## src/rtl/driver_regbank.sv

```systemverilog
// Slave-bus register bank for the vector driver: control/status registers, an FWFT
// address FIFO fed directly or by a consecutive-address burst generator, and saturating monitors.
module driver_regbank #(
    parameter int ADDR_W     = 32,
    parameter int DATA_W     = 32,
    parameter int NUM_MON    = 16,
    parameter int MON_W      = 16,
    parameter int FIFO_DEPTH = 16
) (
    input  logic                clk,
    input  logic                reset,
    input  logic [ADDR_W-1:0]   slave_addr,
    input  logic                slave_rd,
    input  logic                slave_wr,
    input  logic [DATA_W-1:0]   slave_data_in,
    output logic [DATA_W-1:0]   slave_data_out,
    output logic                slave_rd_valid,
    output logic                slave_wait,
    input  logic [NUM_MON-1:0]  mon_inc,
    output logic [DATA_W-1:0]   addr_fifo_dout,
    output logic                addr_fifo_valid,
    input  logic                addr_fifo_rd,
    output logic                run_program,
    output logic                end_program,
    output logic                abort_program,
    output logic                freeze_vector_fifo
);
    localparam int PTR_W = $clog2(FIFO_DEPTH);
    localparam int LVL_W = PTR_W + 1;
    localparam logic [ADDR_W-1:0] MON_BASE = ADDR_W'(32'h1000);

    typedef enum logic [0:0] {IDLE, BURST} state_t;

    function automatic logic [MON_W-1:0] mon_sat_inc(input logic [MON_W-1:0] cnt);
        return (&cnt) ? cnt : cnt + MON_W'(1);
    endfunction

    state_t             state_q, state_d;
    logic [DATA_W-1:0]  burst_next_q, burst_next_d;
    logic [7:0]         burst_left_q, burst_left_d;

    logic               ctrl_run, ctrl_end, ctrl_abort, ctrl_freeze_addr, ctrl_freeze_vec;
    logic               ctrl_send_consec;
    logic [7:0]         ctrl_consec_count;
    logic [DATA_W-1:0]  last_wr_data;
    logic               sticky_ovf, sticky_drop;

    logic [DATA_W-1:0]  mem [FIFO_DEPTH];
    logic [PTR_W-1:0]   wr_ptr, rd_ptr;
    logic [LVL_W-1:0]   level;
    logic               fifo_full, fifo_empty;

    logic [MON_W-1:0]   mon_cnt [NUM_MON];

    logic               hit_fifo, hit_ctrl, hit_status, mon_range;
    logic [ADDR_W-1:0]  mon_off;
    logic               fifo_wr, ctrl_wr, status_wr;
    logic               abort_rise, mon_clear_all;
    logic               push_req, push_ok, pop_fire, ovf_set, drop_set;
    logic [DATA_W-1:0]  push_data;
    logic [DATA_W-1:0]  ctrl_word, status_word, rd_data_p0;

    assign hit_fifo   = (slave_addr == ADDR_W'(0));
    assign hit_ctrl   = (slave_addr == ADDR_W'(4));
    assign hit_status = (slave_addr == ADDR_W'(8));
    assign mon_off    = slave_addr - MON_BASE;
    assign mon_range  = (slave_addr >= MON_BASE) && (mon_off[1:0] == 2'b00);

    assign fifo_wr    = slave_wr && hit_fifo;
    assign ctrl_wr    = slave_wr && hit_ctrl;
    assign status_wr  = slave_wr && hit_status;
    assign abort_rise = ctrl_wr && slave_data_in[2] && !ctrl_abort;
    assign mon_clear_all = ctrl_wr && slave_data_in[5];

    assign fifo_full       = (level == LVL_W'(FIFO_DEPTH));
    assign fifo_empty      = (level == '0);
    assign addr_fifo_valid = !fifo_empty && !ctrl_freeze_addr;
    assign addr_fifo_dout  = addr_fifo_valid ? mem[rd_ptr] : '0;
    assign pop_fire        = addr_fifo_rd && addr_fifo_valid;
    assign push_ok         = push_req && (!fifo_full || pop_fire);
    assign ovf_set         = push_req && fifo_full && !pop_fire;

    assign slave_wait         = (state_q == BURST);
    assign run_program        = ctrl_run;
    assign end_program        = ctrl_end;
    assign abort_program      = ctrl_abort;
    assign freeze_vector_fifo = ctrl_freeze_vec;

    always_ff @(posedge clk or posedge reset) begin
        if (reset) begin
            state_q      <= IDLE;
            burst_next_q <= '0;
            burst_left_q <= '0;
        end else begin
            state_q      <= state_d;
            burst_next_q <= burst_next_d;
            burst_left_q <= burst_left_d;
        end
    end

    // Burst generator: base goes in from the bus write, then base+1..base+N, stalling on a full FIFO.
    always_comb begin
        state_d      = state_q;
        burst_next_d = burst_next_q;
        burst_left_d = burst_left_q;
        push_req     = 1'b0;
        push_data    = slave_data_in;
        drop_set     = 1'b0;
        case (state_q)
            IDLE: begin
                if (fifo_wr) begin
                    push_req = 1'b1;
                    if (ctrl_send_consec && (ctrl_consec_count != 8'd0)) begin
                        state_d      = BURST;
                        burst_next_d = slave_data_in + DATA_W'(1);
                        burst_left_d = ctrl_consec_count;
                    end
                end
            end
            BURST: begin
                drop_set  = fifo_wr;
                push_data = burst_next_q;
                if (!fifo_full || pop_fire) begin
                    push_req     = 1'b1;
                    burst_next_d = burst_next_q + DATA_W'(1);
                    burst_left_d = burst_left_q - 8'd1;
                    if (burst_left_q == 8'd1) state_d = IDLE;
                end
            end
            default: state_d = IDLE;
        endcase
        if (abort_rise) begin
            state_d  = IDLE;
            push_req = 1'b0;
        end
    end

    always_ff @(posedge clk or posedge reset) begin
        if (reset) begin
            ctrl_run          <= 1'b0;
            ctrl_end          <= 1'b0;
            ctrl_abort        <= 1'b0;
            ctrl_freeze_addr  <= 1'b0;
            ctrl_freeze_vec   <= 1'b0;
            ctrl_send_consec  <= 1'b0;
            ctrl_consec_count <= '0;
        end else if (ctrl_wr) begin
            ctrl_run          <= slave_data_in[0];
            ctrl_end          <= slave_data_in[1];
            ctrl_abort        <= slave_data_in[2];
            ctrl_freeze_addr  <= slave_data_in[3];
            ctrl_freeze_vec   <= slave_data_in[4];
            ctrl_send_consec  <= slave_data_in[7];
            ctrl_consec_count <= slave_data_in[15:8];
        end
    end

    always_ff @(posedge clk or posedge reset) begin
        if (reset) begin
            last_wr_data <= '0;
            sticky_ovf   <= 1'b0;
            sticky_drop  <= 1'b0;
        end else begin
            if (fifo_wr && (state_q == IDLE)) last_wr_data <= slave_data_in;
            if (ovf_set) sticky_ovf <= 1'b1;
            else if (status_wr && slave_data_in[10]) sticky_ovf <= 1'b0;
            if (drop_set) sticky_drop <= 1'b1;
            else if (status_wr && slave_data_in[11]) sticky_drop <= 1'b0;
        end
    end

    always_ff @(posedge clk) begin
        if (push_ok) mem[wr_ptr] <= push_data;
    end

    always_ff @(posedge clk or posedge reset) begin
        if (reset) begin
            wr_ptr <= '0;
            rd_ptr <= '0;
            level  <= '0;
        end else if (abort_rise) begin
            wr_ptr <= '0;
            rd_ptr <= '0;
            level  <= '0;
        end else begin
            if (push_ok)  wr_ptr <= wr_ptr + PTR_W'(1);
            if (pop_fire) rd_ptr <= rd_ptr + PTR_W'(1);
            case ({push_ok, pop_fire})
                2'b10:   level <= level + LVL_W'(1);
                2'b01:   level <= level - LVL_W'(1);
                default: level <= level;
            endcase
        end
    end

    // A clear in the same cycle as an increment leaves the counter at zero.
    always_ff @(posedge clk or posedge reset) begin
        if (reset) begin
            for (int i = 0; i < NUM_MON; i++) mon_cnt[i] <= '0;
        end else begin
            for (int i = 0; i < NUM_MON; i++) begin
                if (mon_clear_all ||
                    (slave_wr && mon_range && (mon_off[ADDR_W-1:2] == (ADDR_W-2)'(i))))
                    mon_cnt[i] <= '0;
                else if (mon_inc[i])
                    mon_cnt[i] <= mon_sat_inc(mon_cnt[i]);
            end
        end
    end

    always_comb begin
        ctrl_word       = '0;
        ctrl_word[0]    = ctrl_run;
        ctrl_word[1]    = ctrl_end;
        ctrl_word[2]    = ctrl_abort;
        ctrl_word[3]    = ctrl_freeze_addr;
        ctrl_word[4]    = ctrl_freeze_vec;
        ctrl_word[7]    = ctrl_send_consec;
        ctrl_word[15:8] = ctrl_consec_count;
    end

    always_comb begin
        status_word      = '0;
        status_word[7:0] = 8'(level);
        status_word[8]   = fifo_empty;
        status_word[9]   = fifo_full;
        status_word[10]  = sticky_ovf;
        status_word[11]  = sticky_drop;
        status_word[12]  = (state_q == BURST);
    end

    always_comb begin
        rd_data_p0 = '0;
        if (hit_fifo)        rd_data_p0 = last_wr_data;
        else if (hit_ctrl)   rd_data_p0 = ctrl_word;
        else if (hit_status) rd_data_p0 = status_word;
        else if (mon_range) begin
            for (int i = 0; i < NUM_MON; i++)
                if (mon_off[ADDR_W-1:2] == (ADDR_W-2)'(i)) rd_data_p0[MON_W-1:0] = mon_cnt[i];
        end
    end

    // Read stage p0 -> p1: data registered, valid pulses one cycle after the strobe.
    always_ff @(posedge clk or posedge reset) begin
        if (reset) begin
            slave_data_out <= '0;
            slave_rd_valid <= 1'b0;
        end else begin
            slave_rd_valid <= slave_rd;
            if (slave_rd) slave_data_out <= rd_data_p0;
        end
    end

endmodule

```

## config.mk

```make
export PLATFORM = sky130hd
export DESIGN_NAME = driver_regbank
export DESIGN_NICKNAME = d
export VERILOG_FILES = /design/src/rtl/driver_regbank.sv
export SDC_FILE = /design/constraint.sdc
export NUM_CORES = 2
export LEC_CHECK = 0
export BUFFER_PORTS_ARGS = -buffer_cell sky130_fd_sc_hd__buf_2
export CAP_MARGIN = 0
export CORE_MARGIN = 5
export CORE_UTILIZATION = 60
export DETAILED_ROUTE_END_ITERATION = 10
export MAX_ROUTING_LAYER = met4
export PLACE_DENSITY = 0.89
export SLEW_MARGIN = 20
export SYNTH_ARGS = -nofsm -noshare
export SYNTH_HDL_FRONTEND = slang
export SYNTH_SLANG_ARGS = --single-unit
```

## constraint.sdc

```tcl
create_clock -name clk -period 13.2 [get_ports clk]
set_input_delay 0.66 -clock clk [delete_from_list [all_inputs] [get_ports clk]]
set_output_delay 0.66 -clock clk [all_outputs]
set_load 0.05 [all_outputs]
```

==> metrics.yaml <==
cts_resized: 0
power.density_nw_per_um2: 178
final.setup.tns_ns: 0
required_ns: 12.54
die_h_microns: 276
path_clk_slew_ns: 0.06
synthAdderAreaFrac_pct: 0.844
period_share_pct: 38.2
clk_path_buf_depth: 3
fillers: 4540
die_area_sq_um: 76100
cts_buffers: 91
place_congestion: 1.01
cap_violations: 0
synth_top_family_by_area: "simple AND/OR/NAND/NOR gates"
seq_area_frac_synth_pct: 59.3
worst_pin_slew_ns: 1.23
drive_above_1_share_pct: 18.7
synth_warnings: 0
synth_area_leaders: "edfxtp_1 (36%), dfrtp_1 (23%), mux4_2 (9.0%)"
r2r_end: "burst_next_q[30]"
antenna_found_initial: 16
leakage_nw: 18.1
die_w_microns: 276
yosys-top-cells-count: "edfxtp_1 (512), nor2_1 (400), dfrtp_1 (391)"
synth_xor_xnor_area_share_pct: 5.21
synth_compound_area_share_pct: 7.89
synth_edf_count: 512
insertion_delay_ns: 0.67
initial_core_util_pct: 60.5
end_kind: "output port"
syn_nets: 3368
rsz0062_at_grt: "no"
dp_hpwl_microns: 82600
drt_wl_total_microns: 136000
io_pins: 156
seq_area_sq_um: 25200
area_delta_synth_final_pct: 11.9
async_reset_ff_share_pct: 43.3
track_usage_pct: 36.5
synth-simple-area-share_pct: 12.3
path_class: "flop to output port"
hold_viol: 0
synth_cell_types: 98
cp_data_arrival_time_ns: 4.39
cpMaxStageDelayCell: "dfrtp_4"
worstReg2RegStart: "slave_wait"
yosys.cell_count.top_type: "edfxtp_1"
dr.pass1.iters: 8
period_needed_ns: 5.05
reg2reg_slack_ns: 8.92
cts_tree: "built"
holdWs_ns: 0.187
cts-root-buf: "clkbuf_16"
max_stage_delay_ns: 1.15
min_path_type: "input pin to async pin"
relSlewSlack_pct: 18.2
crit_path_cell_trace: "buf_4 -> mux4_2 -> mux4_2 -> and2_1 -> buf_2"
cts_hold_buffers: 0
setup_violations: 0
yosysTopAreaCellShare_pct: 36.3
grt_start_max_net_pins: 179
core-area_sq_um: 70000
path_max_fanout: 74
rows: 97
post_cts_buffers: 0
synth_flop_cell: "edfxtp_1"
synth.area.mux_share_pct: 12.2
final_max_slew_viol_count: 0
syn_area_sq_um: 42400
clock_sinks: 903
start_kind: "flop"
grt_pass1_vias: 29992
io_buffer_count: 155
vdd_drop_max_v: 0.000237
multi_input_area_sq_um: 16400
outcome: "complete, no violations"
drtIter0Drc: 4520
grt-ovfl-total: 0
netlist_instances: 3255
fin_nets: 3498
drc: 0
cts.htree.levels: 3
synth_largest_area_cell: "edfxtp_1"
drt.antenna.violating_nets: 0
fmax_mhz: 198
fin_skew_ns: 0.0580
routed_via_density: 6.96
grt_pass1_wl_microns: 199000
wl_per_cell_microns: 30.7
reg2reg_depth: 8
cp_common_cell: "mux4_2"
ys_seq_elements: 903
via_count: 30736
synth_area_per_cell_sq_um: 13.0
[cell type report]
type                    count  share of cell area (%)
diodes                     14                  0.0738
clock buffers             119                    5.22
clock inverters            52                    1.41
inverters                  78                   0.633
multi-input cells        2113                    34.6
flip-flops and latches    903                    53.1
well taps                 940                    2.48
repair buffers            198                    2.57
[critical path: cells and delay by family (launching register included)]
family	cells	cell delay, ns
buffers and inverters	2	1.10
DFF	1	1.15
muxes	2	1.11
and+or+nand+nor	1	0.21
[metal layers]
metal  vias to the layer above  part of all wire, %  global-route usage (%)  wire length (microns)
met5                         -                    0                       -                      0
met4                         0                  8.7                    23.6                  11800
met3                       677                   12                    7.87                  16100
met2                      2594                   47                    56.4                  63300
met1                     14935                   33                    44.0                  44400
li1                      12530                    -                       -                      -
[stage by stage]
step	total power, mW	setup slack [ns]	cells	cell area [sq um]	util (%)
global placement	5.58	8.27	4226	44100	62.9
CTS	8.41	8.01	4397	47200	67.4
floorplan	5.07	1.67	3255	42400	-
detailed placement	5.68	7.89	4226	44100	62.9
global route	8.74	8.02	4416	47400	67.8
finish	8.45	8.15	4417	47400	67.8
[where the power goes]
| group | total, mW | internal [mW] | switching, mW |
|---|---|---|---|
| Combinational | 2.17 | 0.906 | 1.26 |
| Clock | 2.72 | 1.53 | 1.20 |
| Sequential | 3.56 | 3.16 | 0.395 |
[cells in the final DEF, fill, tap and decap left out, drive strengths merged, types with 14 or more instances in the layout]
cell	Yosys	final
a211oi	15	15
inv	77	78
and3	42	42
xnor2	98	98
and4	25	25
and2	61	61
or4	19	19
a31oi	18	18
clkbuf	95	119
a22oi	19	19
nor4	18	18
a22o	20	20
clkinv	1	36
o21ai	98	98
nand2	182	182
o22ai	29	29
edfxtp	512	512
mux4	170	170
mux2	75	75
buf	66	198
diode	0	14
nor3	46	46
ha	27	27
nand4	77	77
dfrtp	391	391
xor2	154	154
nand3	129	129
a21o	15	15
a21oi	102	102
o31ai	20	20
mux2i	48	48
nor2	400	400
[flip-flops by register name, indices dropped and copies added (netlist names), 4 cells and up]
name and count:
wr_ptr 4, burst_next_q 32, last_wr_data 32, burst_left_q 8, level 5, mem 512
ctrl_consec_count 8, mon_cnt 256, slave_data_out 32, rd_ptr 4
[logic make-up after synthesis]
group | after synthesis
flops | 903
buf+inv | 239
fa+ha+maj | 28
xor+xnor | 252
mux | 293
simple gates | 1065
compound gates | 475
[worst max path at each step]
stage | slack, ns | startpoint | end
after floorplan | 1.67 | reset | abort_program
after global routing | 8.02 | rd_ptr[0] | addr_fifo_dout[13]
final | 8.15 | rd_ptr[1] | addr_fifo_dout[13]
after global placement | 8.27 | slave_addr[4] | mem[4][18]
after detailed placement | 7.89 | slave_addr[4] | mem[4][21]
after CTS | 8.01 | rd_ptr[0] | addr_fifo_dout[13]
No activity file was read; power rests on OpenSTA's default activity.
